[src/rtl/bin2bcd_if.sv]
// Request/response bundle between a conversion requester and the bin2bcd block.
// The requester holds ap_start until it sees ap_done; results stay on
// ap_return/ndigits until the next conversion finishes.
interface bin2bcd_if;
    logic        ap_start;
    logic [31:0] bin;
    logic        ap_ready;
    logic        ap_done;
    logic [39:0] ap_return;
    logic [3:0]  ndigits;

    modport master (
        output ap_start, bin,
        input  ap_ready, ap_done, ap_return, ndigits
    );

    modport slave (
        input  ap_start, bin,
        output ap_ready, ap_done, ap_return, ndigits
    );
endinterface

[src/rtl/bin2bcd.sv]
// Sequential 32-bit binary to 10-digit packed BCD converter (double dabble).
// One bit is shifted in per cycle: accept edge, 32 shift edges, one finish
// edge, so the result appears 33 cycles after the accepting edge.
module bin2bcd (
    input  logic     ap_clk,
    input  logic     ap_rst,
    bin2bcd_if.slave bus
);
    typedef enum logic [1:0] {IDLE, SHIFT, FIN, DONE} state_t;

    state_t      state, state_nxt;
    logic [31:0] sh, sh_nxt;          // remaining binary bits, MSB first
    logic [39:0] acc, acc_nxt;        // BCD accumulator being built
    logic [39:0] acc_adj;             // accumulator after add-3 correction
    logic [5:0]  cnt, cnt_nxt;        // completed shift iterations
    logic        ready, ready_nxt;
    logic        done, done_nxt;
    logic [39:0] ret, ret_nxt;
    logic [3:0]  nd, nd_nxt, nd_calc;

    assign bus.ap_ready  = ready;
    assign bus.ap_done   = done;
    assign bus.ap_return = ret;
    assign bus.ndigits   = nd;

    // Add 3 to every nibble that is 5 or more so the following doubling carries into the next digit.
    always_comb begin
        acc_adj = acc;
        for (int i = 0; i < 10; i++) begin
            if (acc[4*i +: 4] >= 4'd5)
                acc_adj[4*i +: 4] = acc[4*i +: 4] + 4'd3;
        end
    end

    // Significant digit count: position of the highest non-zero nibble plus one, minimum one.
    always_comb begin
        nd_calc = 4'd1;
        for (int i = 1; i < 10; i++) begin
            if (acc[4*i +: 4] != 4'd0)
                nd_calc = 4'(i + 1);
        end
    end

    // Next-state and next-register values for the handshake FSM and datapath.
    always_comb begin
        // NOTE: every target gets a default first so no path leaves one unassigned and infers a latch.
        state_nxt = state;
        sh_nxt    = sh;
        acc_nxt   = acc;
        cnt_nxt   = cnt;
        ready_nxt = 1'b0;
        done_nxt  = done;
        ret_nxt   = ret;
        nd_nxt    = nd;
        unique case (state)
            IDLE: begin
                if (bus.ap_start) begin
                    sh_nxt    = bus.bin;
                    acc_nxt   = '0;
                    cnt_nxt   = '0;
                    state_nxt = SHIFT;
                end else begin
                    ready_nxt = 1'b1;
                end
            end
            SHIFT: begin
                acc_nxt = {acc_adj[38:0], sh[31]};
                sh_nxt  = {sh[30:0], 1'b0};
                cnt_nxt = cnt + 6'd1;
                if (cnt == 6'd31)
                    state_nxt = FIN;
            end
            FIN: begin
                ret_nxt   = acc;
                nd_nxt    = nd_calc;
                done_nxt  = 1'b1;
                state_nxt = DONE;
            end
            DONE: begin
                // Stay here while the requester still holds ap_start so a held
                // request is not mistaken for a new one.
                if (!bus.ap_start) begin
                    done_nxt  = 1'b0;
                    state_nxt = IDLE;
                end
            end
            default: state_nxt = IDLE;
        endcase
    end

    // State and datapath registers; reset clears everything immediately.
    always_ff @(posedge ap_clk or posedge ap_rst) begin
        if (ap_rst) begin
            state <= IDLE;
            sh    <= '0;
            acc   <= '0;
            cnt   <= '0;
            ready <= 1'b0;
            done  <= 1'b0;
            ret   <= '0;
            nd    <= '0;
        end else begin
            // NOTE: non-blocking assignments so every register samples the pre-edge values.
            state <= state_nxt;
            sh    <= sh_nxt;
            acc   <= acc_nxt;
            cnt   <= cnt_nxt;
            ready <= ready_nxt;
            done  <= done_nxt;
            ret   <= ret_nxt;
            nd    <= nd_nxt;
        end
    end
endmodule

[src/flat_wrapper.sv]
// flat-port wrapper written by rule: the top's interface ports become plain ports
module bin2bcd_flat 
  (ap_clk, ap_rst, bus_ap_start, bus_bin, bus_ap_ready, bus_ap_done, bus_ap_return, bus_ndigits);
  bin2bcd_if bus_i ();
  input  logic ap_clk;
  input  logic ap_rst;
  input wire logic [$bits(bus_i.ap_start)-1:0] bus_ap_start;
  input wire logic [$bits(bus_i.bin)-1:0] bus_bin;
  output wire logic [$bits(bus_i.ap_ready)-1:0] bus_ap_ready;
  output wire logic [$bits(bus_i.ap_done)-1:0] bus_ap_done;
  output wire logic [$bits(bus_i.ap_return)-1:0] bus_ap_return;
  output wire logic [$bits(bus_i.ndigits)-1:0] bus_ndigits;
  assign bus_i.ap_start = bus_ap_start;
  assign bus_i.bin = bus_bin;
  assign bus_ap_ready = bus_i.ap_ready;
  assign bus_ap_done = bus_i.ap_done;
  assign bus_ap_return = bus_i.ap_return;
  assign bus_ndigits = bus_i.ndigits;
  bin2bcd u_core (.ap_clk(ap_clk), .ap_rst(ap_rst), .bus(bus_i));
endmodule
[config.mk]
export PLATFORM = sky130hd
export DESIGN_NAME = bin2bcd_flat
export DESIGN_NICKNAME = d
export VERILOG_FILES = /design/src/rtl/bin2bcd_if.sv /design/src/rtl/bin2bcd.sv /design/src/flat_wrapper.sv
export SDC_FILE = /design/constraint.sdc
export NUM_CORES = 1
export LEC_CHECK = 0
export BUFFER_PORTS_ARGS = -buffer_cell sky130_fd_sc_hd__buf_2
export CAP_MARGIN = 40
export CORE_MARGIN = 2
export CORE_UTILIZATION = 48
export CTS_CLUSTER_DIAMETER = 40
export DETAILED_ROUTE_END_ITERATION = 16
export HOLD_SLACK_MARGIN = 0.15
export PLACE_DENSITY = 0.71
export SLEW_MARGIN = 25
export SYNTH_ARGS = -nofsm -noshare
export SYNTH_HDL_FRONTEND = slang
export SYNTH_SLANG_ARGS = --single-unit
export TNS_END_PERCENT = 30
[constraint.sdc]
create_clock -name ap_clk -period 4.55 [get_ports ap_clk]
set_clock_uncertainty 0.05 [all_clocks]
set_input_delay 0.91 -clock ap_clk [delete_from_list [all_inputs] [get_ports ap_clk]]
set_output_delay 0.91 -clock ap_clk [all_outputs]
set_load 0.1 [all_outputs]
==> results.cfg <==
[global_route]
grt_usage = 0.1874
overflow = 0
grt_pass1_vias = 4191
antenna_found_initial = 0
grt_max_degree = 68
grt_pass1_wl_mm = 19.72

[clock_network]
hold_buffers = 0
root_buffer = clkbuf_16
clk_path_buf_depth = 2
clkTransAtPathRegs_ns = 0.05
post-cts-setup-buffers = 0
cts_htree_levels = 4
cts_sinks = 126
cts_tree = done
cts_resized = 0
numCtsBuffers = 17
clk_latency_ns = 0.40

[worst_setup_path]
startpoint_type = flip-flop
worstPathMaxFanout = 47
r2r_slack_ns = 2.11
r2r_start = u_core.state[0]
timing.critical_path.buf_inv = 2
setup.worst_path.end_class = flip-flop
path_cells = inv_1 > ha_1 > mux2_2 > buf_4 > o22ai_1 > nor2_1
required_ns = 4.83
path_class = reg -> reg
reg2reg_to = u_core.sh[22]
cp_top_family = multiplexers
slowest_delay_ns = 0.76
r2r_cells = 6
crit_arrival_ns = 2.73
cp_slowest_cell = mux2_2

[timing]
timing.final.crit_share = 0.5369
hold_viol_final = 0
max_freq_mhz = 409.3
drv_slew = 0
setup_viol = 0
fin_tns_setup_ns = 0
timing.slew.headroom = 0.4561
tightestPinTransition_ns = 0.8158
rsz0062_at_grt = no
period_needed_ns = 2.443

[logic_synthesis]
synth_area_um2 = 5914
synth_compound_area_frac = 0.1337
synthXorXnorAreaFrac = 0.02369
syn_inst = 514
synthSimpleGateAreaFrac = 0.08991
async_flop_share = 1.000
synth_nets = 574
synth.distinct_cells = 40
ys_warn_count = 0
synth.area.mux_share = 0.1278
ys_ff_latch = 126
postSynthAreaPerCell_um2 = 11.51
synthAdderAreaFrac = 0.05289
synth-edff-count = 0
synth_top_family_by_area = compound AO/OA/AOI/OAI gates
synth-seq-area-share = 0.5331
synth_flop_cell = dfrtp_1

[worst_hold_path]
hp-class = in -> async

[route]
wl_per_cell_um = 15.20
drtIter0Drc = 218
vias_per_cell = 5.563
wirelength_mm = 11.48
firstDrtPassIters = 4
ant_nets = 0
dr_total_vias = 4200
drc = 0

[layout]
nFillCells = 1005
num-nets-final = 657
final_cells = 755
drive_gt1_frac = 0.2763
area_delta_synth_final_pct = 19.63
n_antenna_cell = 0

[floorplanning]
die-area_um2 = 13230
coreArea_um2 = 12010
die_h_um = 115.0
fp.dieW_um = 115.0
initial_core_util = 0.4924
ios = 81
core.rowCount = 40

[place]
io_buffers = 80
dp_cells = 724
gp_congestion = 0.7867
dp_hpwl_mm = 7.874

[flow_run]
max_cap_violations = 0

[status]
status = finished, final reports clean
[registers in the layout (all words and copies together), names as in the netlist]
signal,cells
u_core.bus.ap_ready,1
u_core.bus.ap_return,40
u_core.bus.ap_done,1
u_core.sh,32
u_core.acc,40
u_core.bus.ndigits,4
u_core.cnt,6
u_core.state,2
[Yosys cell counts, drive strengths merged (12+ instances only)]
library cell | number | area (um2)
o21ai | 17 | 85.08
nor3b | 12 | 90.09
buf | 23 | 125.1
nand2b | 12 | 75.07
ha | 25 | 312.8
dfrtp | 126 | 3153
inv | 26 | 97.59
nand2 | 13 | 51.30
nor2 | 54 | 202.7
mux2 | 44 | 495.5
a21oi | 36 | 180.2
o22ai | 31 | 193.9
mux2i | 26 | 260.3
[logic make-up after synthesis]
family	Yosys count
AO/OA/AOI/OAI	122
XOR/XNOR	16
adder cells (fa/ha/maj)	25
buffers and inverters	51
flip-flops	126
multiplexers	70
AND/OR/NAND/NOR	104
[final cells by class]
type,count,area (um2),area share
clock inverter,8,90.09,0.01273
multi-input combinational,337,2534,0.3581
sequential,126,3153,0.4456
timing repair buffer,89,540.5,0.07639
inverter,26,100.1,0.01415
clock buffer,22,474.2,0.06702
tap,147,183.9,0.02599
[cell usage in the layout (no fill, tap or decap), types with 2 or more instances in the layout]
cell | Yosys | routed
ha_1 | 25 | 24
buf_16 | 0 | 3
a22o_1 | 10 | 10
mux2_2 | 43 | 43
buf_4 | 4 | 5
bufinv_16 | 0 | 2
nand3_1 | 2 | 2
o32ai_1 | 2 | 2
dfrtp_1 | 126 | 126
clkbuf_16 | 0 | 17
clkbuf_8 | 0 | 3
inv_1 | 26 | 25
a32o_1 | 9 | 9
o21ai_0 | 10 | 10
a21oi_1 | 36 | 36
buf_2 | 19 | 80
xor2_1 | 6 | 6
nor3b_1 | 12 | 12
nand4_1 | 3 | 3
nand2_1 | 12 | 12
o21ai_1 | 7 | 7
xnor2_1 | 10 | 10
clkinv_2 | 0 | 6
mux2i_1 | 26 | 26
o22ai_1 | 31 | 31
or3b_1 | 2 | 2
nand2b_1 | 12 | 12
nor2_1 | 54 | 54
clkbuf_1 | 2 | 2
o31ai_1 | 10 | 10
[through the flow]
step | worst slack, ns | cell area (um2) | hold slack (ns) | util
detailed placement | 1.904 | 6484 | 0.4210 | 0.5398
global placement | 1.993 | 6409 | 0.4056 | 0.5335
finish | 2.107 | 7076 | 0.4021 | 0.5891
CTS | 2.117 | 7048 | 0.4317 | 0.5868
global route | 1.915 | 7076 | 0.4109 | 0.5891
floorplan | 0.2341 | 5914 | 0.4063 | -
[how the worst max path moves through the flow]
stage / cells after the start / to / slack, ns / startpoint
after global placement: 5 / u_core.sh[24] / 1.99 / bus_ap_start
after detailed placement: 5 / u_core.sh[18] / 1.90 / bus_ap_start
after global routing: 6 / u_core.sh[26] / 1.91 / u_core.state[0]
after floorplan: 1 / u_core.acc[0] / 0.23 / ap_rst
final: 6 / u_core.sh[22] / 2.11 / u_core.state[0]
after CTS: 6 / u_core.sh[21] / 2.12 / u_core.state[0]
[routing by layer]
layer,track usage,vias to the layer above,part of all wire
li1,-,2017,-
met1,0.2403,2078,0.44
met2,0.3082,92,0.50
met3,0.05008,13,0.047
met4,0.06667,0,0.011
met5,0,-,0
Power is not shown: default switching activity piles up to over one toggle a cycle in this logic, so the estimate is an artifact.
